`src/rtl/countdown_timer_if.sv`:
```
// countdown_timer_if: control inputs and time/status outputs of countdown_timer
interface countdown_timer_if;
  logic pulse;
  logic load;
  logic [6:0] load_min;
  logic [5:0] load_sec;
  logic start;
  logic stop;
  logic [6:0] min;
  logic [5:0] sec;
  logic borrow;
  logic running;
  logic expired;
  logic alarm;
  modport master(
    output pulse, load, load_min, load_sec, start, stop,
    input min, sec, borrow, running, expired, alarm
  );
  modport slave(
    input pulse, load, load_min, load_sec, start, stop,
    output min, sec, borrow, running, expired, alarm
  );
endinterface

```
`src/rtl/countdown_timer.sv`:
```
// countdown_timer: mm:ss countdown with pause, terminal alarm and load/stop/start/pulse priority
module countdown_timer #(
  parameter int max_min = 99,
  parameter int max_sec = 59,
  parameter int alarm_len = 8
) (
  input logic reset,
  input logic clock,
  countdown_timer_if.slave bus
);
  localparam logic [1:0] IDLE = 2'd0, RUN = 2'd1, PAUSE = 2'd2, ALARM = 2'd3;
  logic [1:0] state, n_state;
  logic [6:0] min, n_min;
  logic [5:0] sec, n_sec;
  logic [7:0] ticks, n_ticks;
  logic borrow, n_borrow, expired, n_expired, running, alarm;
  logic last_tick, at_one;
  assign last_tick = ticks == 8'(alarm_len - 1);
  assign at_one = min == 7'd0 && sec == 6'd1;
  always_comb begin
    n_state = state;
    n_min = min;
    n_sec = sec;
    n_ticks = ticks;
    n_borrow = 1'b0;
    n_expired = 1'b0;
    if (bus.load) begin
      n_min = bus.load_min > 7'(max_min) ? 7'(max_min) : bus.load_min;
      n_sec = bus.load_sec > 6'(max_sec) ? 6'(max_sec) : bus.load_sec;
      n_state = IDLE;
      n_ticks = '0;
    end else if (bus.stop && state == RUN) begin
      n_state = PAUSE;
    end else if (bus.stop && state == ALARM) begin
      n_state = IDLE;
      n_ticks = '0;
    end else if (bus.start && (state == IDLE || state == PAUSE)) begin
      n_state = (min != 7'd0 || sec != 7'd0) ? RUN : state;
    end else if (bus.pulse && state == RUN) begin
      // 00:00 is never held in RUN, so a zero seconds field always has minutes to borrow from
      n_borrow = sec == 6'd0;
      n_sec = sec == 6'd0 ? 6'(max_sec) : sec - 6'd1;
      n_min = sec == 6'd0 ? min - 7'd1 : min;
      n_expired = at_one;
      n_state = at_one ? ALARM : RUN;
      n_ticks = '0;
    end else if (bus.pulse && state == ALARM) begin
      n_state = last_tick ? IDLE : ALARM;
      n_ticks = last_tick ? '0 : ticks + 8'd1;
    end
  end
  always_ff @(posedge clock or negedge reset) begin
    if (!reset) begin
      state <= IDLE;
      min <= '0;
      sec <= '0;
      ticks <= '0;
      borrow <= 1'b0;
      expired <= 1'b0;
      running <= 1'b0;
      alarm <= 1'b0;
    end else begin
      state <= n_state;
      min <= n_min;
      sec <= n_sec;
      ticks <= n_ticks;
      borrow <= n_borrow;
      expired <= n_expired;
      running <= n_state == RUN;
      alarm <= n_state == ALARM;
    end
  end
  assign bus.min = min;
  assign bus.sec = sec;
  assign bus.borrow = borrow;
  assign bus.expired = expired;
  assign bus.running = running;
  assign bus.alarm = alarm;
endmodule
```
`src/flat_wrapper.sv`:
```
// flat-port wrapper written by rule: the top's interface ports become plain ports
module countdown_timer_flat 
#(
  parameter int max_min = 99,
  parameter int max_sec = 59,
  parameter int alarm_len = 8
)
  (reset, clock, bus_pulse, bus_load, bus_load_min, bus_load_sec, bus_start, bus_stop, bus_min, bus_sec, bus_borrow, bus_running, bus_expired, bus_alarm);
  countdown_timer_if bus_i ();
  input logic reset;
  input logic clock;
  input wire logic [$bits(bus_i.pulse)-1:0] bus_pulse;
  input wire logic [$bits(bus_i.load)-1:0] bus_load;
  input wire logic [$bits(bus_i.load_min)-1:0] bus_load_min;
  input wire logic [$bits(bus_i.load_sec)-1:0] bus_load_sec;
  input wire logic [$bits(bus_i.start)-1:0] bus_start;
  input wire logic [$bits(bus_i.stop)-1:0] bus_stop;
  output wire logic [$bits(bus_i.min)-1:0] bus_min;
  output wire logic [$bits(bus_i.sec)-1:0] bus_sec;
  output wire logic [$bits(bus_i.borrow)-1:0] bus_borrow;
  output wire logic [$bits(bus_i.running)-1:0] bus_running;
  output wire logic [$bits(bus_i.expired)-1:0] bus_expired;
  output wire logic [$bits(bus_i.alarm)-1:0] bus_alarm;
  assign bus_i.pulse = bus_pulse;
  assign bus_i.load = bus_load;
  assign bus_i.load_min = bus_load_min;
  assign bus_i.load_sec = bus_load_sec;
  assign bus_i.start = bus_start;
  assign bus_i.stop = bus_stop;
  assign bus_min = bus_i.min;
  assign bus_sec = bus_i.sec;
  assign bus_borrow = bus_i.borrow;
  assign bus_running = bus_i.running;
  assign bus_expired = bus_i.expired;
  assign bus_alarm = bus_i.alarm;
  countdown_timer #(.max_min(max_min), .max_sec(max_sec), .alarm_len(alarm_len)) u_core (.reset(reset), .clock(clock), .bus(bus_i));
endmodule
```
`config.mk`:
```
export PLATFORM = sky130hd
export DESIGN_NAME = countdown_timer_flat
export DESIGN_NICKNAME = d
export VERILOG_FILES = /design/src/rtl/countdown_timer_if.sv /design/src/rtl/countdown_timer.sv /design/src/flat_wrapper.sv
export SDC_FILE = /design/constraint.sdc
export NUM_CORES = 1
export LEC_CHECK = 0
export ABC_AREA = 1
export CORE_MARGIN = 1
export CORE_UTILIZATION = 44
export DETAILED_ROUTE_END_ITERATION = 7
export HOLD_SLACK_MARGIN = 0.02
export PLACE_DENSITY = 0.71
export SLEW_MARGIN = 20
export SYNTH_ARGS = -nofsm -noshare
export SYNTH_HDL_FRONTEND = slang
export SYNTH_SLANG_ARGS = --single-unit
```
`constraint.sdc`:
```
create_clock -name clock -period 1.9 [get_ports clock]
set_input_delay 0.285 -clock clock [delete_from_list [all_inputs] [get_ports clock]]
set_output_delay 0.285 -clock clock [all_outputs]
set_load 0.02 [all_outputs]
```
==> metrics.txt, run 1 <==
outcome finished, final reports clean; setup violators final 0; critical path cell sequence clkdlybuf4s50_1; Yosys cell types 31; DRC violations left 0; cells on worst reg2reg path 8; Peak VDD IR 0.408 mV; f_max 0.609 GHz; met1 usage 0.262; Crit-path slowest cell clkdlybuf4s50_1; Chip Height about 63 microns; Synth Flop Type dfrtp_1; Synth Instances 216; CP Max Fanout 6; r2r startpoint u_core.bus.sec[0]; fin crit share 0.865; Num CTS Buffers 3; first-pass GRT wire length around 6.1 mm; Initial Util 0.479; largest stage delay on the critical path 640 ps; largest net degree at the start of global routing 28; clk slew on worst S/H paths ~90 ps; initial DRC count 79; power per cell area 763 nW/um^2; M2 GR Usage 0.302; post-DP HPWL around 2.7 mm; total negative setup slack 0 ps; M3 GR Usage 0.0308; nets approximately 280; row count 21; All-Layer GR Usage 0.190; final core occ 0.612; Seq cells post-synth 27; DRT Pass-1 Iters 4; deepest clock path buffer count 2; post-CTS setup buffer count 0; Slew Viols, Final 0; Skew-Pair Late Insertion Delay 270 ps; CTS Hold Bufs 0; CP top delay family buffers and inverters; Max-slew headroom 0.764; Crit path buffers/inverters 1; die span in x 63.4 microns; vias 1527; remaining antenna violation count 0; port bufs 35; ANT cells 0; fraction of registers with async set/reset 1.00; Layout area overhead 27.9%; count of yosys warnings during synthesis 0; Vias/cell 5.06; Root Buffer clkbuf_8; Place WS 134 ps; worst hold path class in2async; total clock sinks 27; WS Path Type reg2out; die area 4020 sq um; setup ws final roughly 260 ps; core area 3470 sq um; Slew @ Worst Pin 352 ps; number of flops mapped to enable cells by yosys 0; Levels on crit path 1; max_cap viols 0; total wire length 3.51 mm; CTS resizes 0; FF-to-FF End u_core.bus.min[5]; type of origin of the critical path register; CTS H-Tree Depth 1; initial antenna violation count 0; Synthesized Nets 241; Final min period 1640 ps; CTS tree yes; register area share after synthesis 0.407; Placer Congestion 0.892; layout cells sized above 1 0.0938; Worst Setup End Kind output port; via count of the first global-routing pass 1401; Clock Skews 1.66 ps; reg-to-reg setup timing slack 310 ps; worst setup path endpoint bus_min[3]; Avg WL per Cell 11.6 microns; crit path launch u_core.bus.min[3]; Worst Path Required 1620 ps; leak pwr between 0.0009 and 0.001 uW; mean post-synth cell area 7.69 sq um; residual overflow from global routing 0; Hold Fails Final Rpt 0; GRT busiest layer met2; RSZ-0062 raised after global routing no; # IOs 36; CP Data Arrival Time about 1400 ps; Cell Area, Synth 1660 sq um
-- how the worst min path moves through the flow --
stage	startpoint	to	slack (ps)	cells after the start
final	reset	u_core.bus.min[3]	380	2
after global routing	reset	u_core.bus.borrow	430	2
after CTS	reset	u_core.bus.min[3]	400	2
after detailed placement	u_core.ticks[1]	u_core.ticks[1]	510	2
after global placement	u_core.bus.sec[1]	u_core.bus.sec[1]	510	2
after floorplan	reset	u_core.bus.alarm	-10	0
-- report_power, final --
part | switching, uW | internal [uW] | leakage [uW]
combinational | 319 | 260 | 0.000621
sequential | 78.0 | 639 | 0.000347
clock | 177 | 147 | 0.0000255
-- stage by stage --
| step | std cells | total power [uW] | cell area, sq um | hold WS [ps] |
|---|---|---|---|---|
| 2_1_floorplan | 216 | 1070 | 1660 | -10.6 |
| 3_3_place_gp | 298 | 1310 | 2080 | 510 |
| 3_5_place_dp | 298 | 1310 | 2080 | 505 |
| 4_1_cts | 302 | 1630 | 2120 | 399 |
| 5_1_grt | 302 | 1730 | 2120 | 435 |
| 6_report | 302 | 1620 | 2120 | 384 |
-- registers in the layout, summed over array words and instances, names as in the netlist --
| name | count |
|---|---|
| u_core.bus.alarm | 1 |
| u_core.bus.borrow | 1 |
| u_core.bus.expired | 1 |
| u_core.bus.min | 7 |
| u_core.bus.running | 1 |
| u_core.bus.sec | 6 |
| u_core.state | 2 |
| u_core.ticks | 8 |
-- cell type report --
cell class	count	area (sq um)
multi-input cells	156	848
inverters	30	115
fillers	331	1350
clock inverters	1	5.00
repair buffers	39	380
clock buffers	3	41.3
flip-flops and latches	27	676
well taps	46	57.6
-- cell usage in the layout (no fill, tap or decap), types with 4 or more instances in the layout --
master and n:
ha_1 6, o22ai_1 4, o21ai_0 13, o21ai_1 5
dfrtp_1 27, buf_4 4, nor3_1 5, nand3_1 13
nand2_1 42, inv_1 27, nand2_2 4, clkdlybuf4s50_1 35
xor2_1 5, a21oi_1 13, nor2_1 26
-- metal layers --
metal | up-vias | share of wire | wire length [microns]
met5 | - | 0 | 0
met4 | 0 | 0.0094 | 33
met3 | 4 | 0.044 | 155
met2 | 38 | 0.45 | 1580
met1 | 700 | 0.50 | 1750
li1 | 785 | - | -
-- synthesized netlist by cell type, types with 3 or more instances --
cell | instances | share of area
nand2_1 | 42 | 0.095
nor3_1 | 5 | 0.015
o21ai_1 | 5 | 0.015
inv_1 | 27 | 0.061
ha_1 | 6 | 0.045
nand2_2 | 4 | 0.015
nand3_1 | 13 | 0.039
a21oi_1 | 13 | 0.039
nand4_1 | 3 | 0.011
nor2_1 | 26 | 0.059
o22ai_1 | 4 | 0.015
o21ai_0 | 13 | 0.039
dfrtp_1 | 27 | 0.41
xor2_1 | 5 | 0.026
-- cells by family (layout without fill, tap and decap cells) --
| logic type | after synthesis | after routing | share of synthesized area |
|---|---|---|---|
| xor gates and xnor gates | 6 | 6 | 0.0317 |
| adders and majority gates | 6 | 6 | 0.0452 |
| buffers and inverters | 33 | 73 | 0.0821 |
| AOI/OAI and AO/OA | 44 | 44 | 0.154 |
| and+or+nand+nor | 100 | 100 | 0.280 |
| DFF | 27 | 27 | 0.407 |
No activity file was read; power rests on OpenSTA's default activity.
==> inputs of run 2 (changes only) <==
- CAP_MARGIN: not set -> 0
==> results of run 2 <==
Same layout as run 1: the final DEF is identical, and so are final timing and power.
==> inputs of run 3 (changes only) <==
- clock period: 1.9 -> 1.6 ns (I/O delays scaled with it)
==> metrics.txt, run 3 (synthesized netlist as in run 1, its figures left out) <==
max_cap viols 0 (unchanged); largest net degree at the start of global routing 28 (unchanged); deepest clock path buffer count 2 (unchanged); setup violators final 0 (unchanged); # IOs 36 (unchanged); WS Path Type reg2out; largest stage delay on the critical path 620 ps (-20 ps); reg-to-reg setup timing slack 130 ps (-180 ps); Clock Skews 6.11 ps (+4.45 ps); Worst Path Required 1360 ps (-260 ps); clk slew on worst S/H paths 90 ps (about the same); total negative setup slack 0 ps (unchanged); Placer Congestion 0.865 (-3.1%); CP Max Fanout 4 (-2); Hold Fails Final Rpt 0 (unchanged); remaining antenna violation count 0 (unchanged); outcome finished, final reports clean; residual overflow from global routing 0 (unchanged); layout cells sized above 1 0.164 (+0.0699); CP Data Arrival Time 1310 ps (-50 ps); Avg WL per Cell 11.7 microns (+0.51%); Levels on crit path 1 (unchanged); DRT Pass-1 Iters 5 (+1); Combinational Power Share 0.379 (+0.021); Crit path buffers/inverters 1 (unchanged); placed cell count 316 (+6.0%); M2 GR Usage 0.346 (+0.0439); ANT cells 0 (unchanged); commonest non-fill, non-tap cell in the layout nand2_1; RSZ-0062 raised after global routing no; Biggest register u_core.ticks; leak pwr 0.00114 uW (+15%); CP top delay family buffers and inverters; first-pass GRT wire length 6.67 mm (+9.1%); die area 4020 sq um (unchanged); met1 usage 0.286 (+0.0247); Largest regs u_core.ticks: 8 flops, u_core.bus.min: 7 flops, u_core.bus.sec: 6 flops; DRC violations left 0 (unchanged); nets 301 (+6.7%); initial antenna violation count 0 (unchanged); critical path cell sequence clkdlybuf4s50_1; Crit-path slowest cell clkdlybuf4s50_1; sw power 694 uW (+21%); cells on worst reg2reg path 8 (unchanged); Initial Util 0.479 (unchanged); total clock sinks 27 (unchanged); Final min period 1550 ps; port bufs 35 (unchanged); most frequent cells in the layout 41 x nand2_1, 30 x clkdlybuf4s50_1, 27 x inv_1, 27 x dfrtp_1, 24 x nor2_1; f_max 0.645 GHz; CTS H-Tree Depth 1 (unchanged); max FFs per register 8 (unchanged); worst hold path class in2async; clock power share 0.194 (-0.006); GRT busiest layer met2; total wire length 3.75 mm (+6.8%); CTS Hold Bufs 0 (unchanged); Root Buffer clkbuf_8; Worst Setup End Kind output port; Sw Share 0.350 (-0.00466); post-DP HPWL 2.90 mm (+6.0%); via count of the first global-routing pass 1537 (+9.7%); Peak VDD IR 0.619 mV (+52%); row count 21 (unchanged); CTS tree yes; Chip Height 63.4 microns (unchanged); Int Pwr 1290 uW (+23%); Vias/cell 4.99 (-1.2%); Slew @ Worst Pin 349 ps (-2.50 ps); final core occ 0.659 (+0.0465); M3 GR Usage 0.0399 (+0.00906); Slew Viols, Final 0 (unchanged); Max-slew headroom 0.767 (+0.00347); vias 1603 (+5.0%); core area 3470 sq um (unchanged); type of origin of the critical path register; Skew-Pair Late Insertion Delay 270 ps (about the same); die span in x 63.4 microns (unchanged); power per cell area 869 nW/um^2 (+14%); initial DRC count 95 (+20%); Seq pwr share 0.426 (-0.017); Layout area overhead 37.6%; Num CTS Buffers 3 (unchanged); final std cells w/o fill 321 (+6.3%); fin crit share 0.969; All-Layer GR Usage 0.210 (+0.0198)
## run 3: cell count changes in the layout (fill, tap and decap cells not counted), sizes merged
cell           delta
clkinv            -1
buf              +19
clkdlybuf4s50     -5
clkbuf            +1
dlymetal6s2s      +5
## run 3: what timing repair did
item                                    CTS  global route
gates resized for setup                   0             8
setup buffers                             0             1
endpoints found under the setup margin    0            11
## run 3: through the flow
step / power [uW] / worst slack, ps / hold slack (ps) / instance area (sq um)
after global placement: 1600 / -1.69 / 494 / 2210
after detailed placement: 1610 / -38.8 / 504 / 2210
after global routing: 2120 / 1.84 / 378 / 2280
after CTS: 2000 / 2.82 / 352 / 2260
final: 1980 / 49.0 / 333 / 2280
after floorplan: 1270 / 74.7 / -55.6 / 1660
## run 3: final timing paths
| check | from | end |
|---|---|---|
| hold / removal | reset | u_core.bus.min[3] |
| setup reg to reg | u_core.bus.sec[0] | u_core.bus.sec[5] |
| max in group asynchronous | reset | u_core.bus.sec[2] |
| min in group clock | u_core.bus.sec[1] | u_core.bus.sec[1] |
| setup / recovery | u_core.bus.min[6] | bus_min[6] |
| hold reg to reg | u_core.bus.sec[1] | u_core.bus.sec[1] |
## run 3: final cells by class
cell class,count,area (sq um)
Multi-Input combinational cell,156,856
Fill cell,325,1180
Sequential cell,27,676
Tap cell,46,57.6
Inverter,30,115
Clock buffer,4,45.0
Timing Repair Buffer,58,536
## run 3: worst reg2reg max path, delay by kind of cell (launching register included)
kind | cells | cell delay (ps)
compound gates | 1 | 90
fa+ha+maj | 1 | 200
buf+inv | 2 | 150
flops | 1 | 390
simple gates | 4 | 540
## run 3: layer usage
layer / up-vias / share of wire
met4: 0 / 0.0064
met1: 742 / 0.48
met3: 2 / 0.037
met2: 35 / 0.47
met5: - / 0
li1: 824 / -
## run 3: power by group through the flow
stage	clock network, uW	logic, uW	registers (uW)
final	385	753	846
after CTS	396	752	848
after global routing	422	834	862
after global placement	0	739	861
after detailed placement	0	748	862
after floorplan	0	333	936
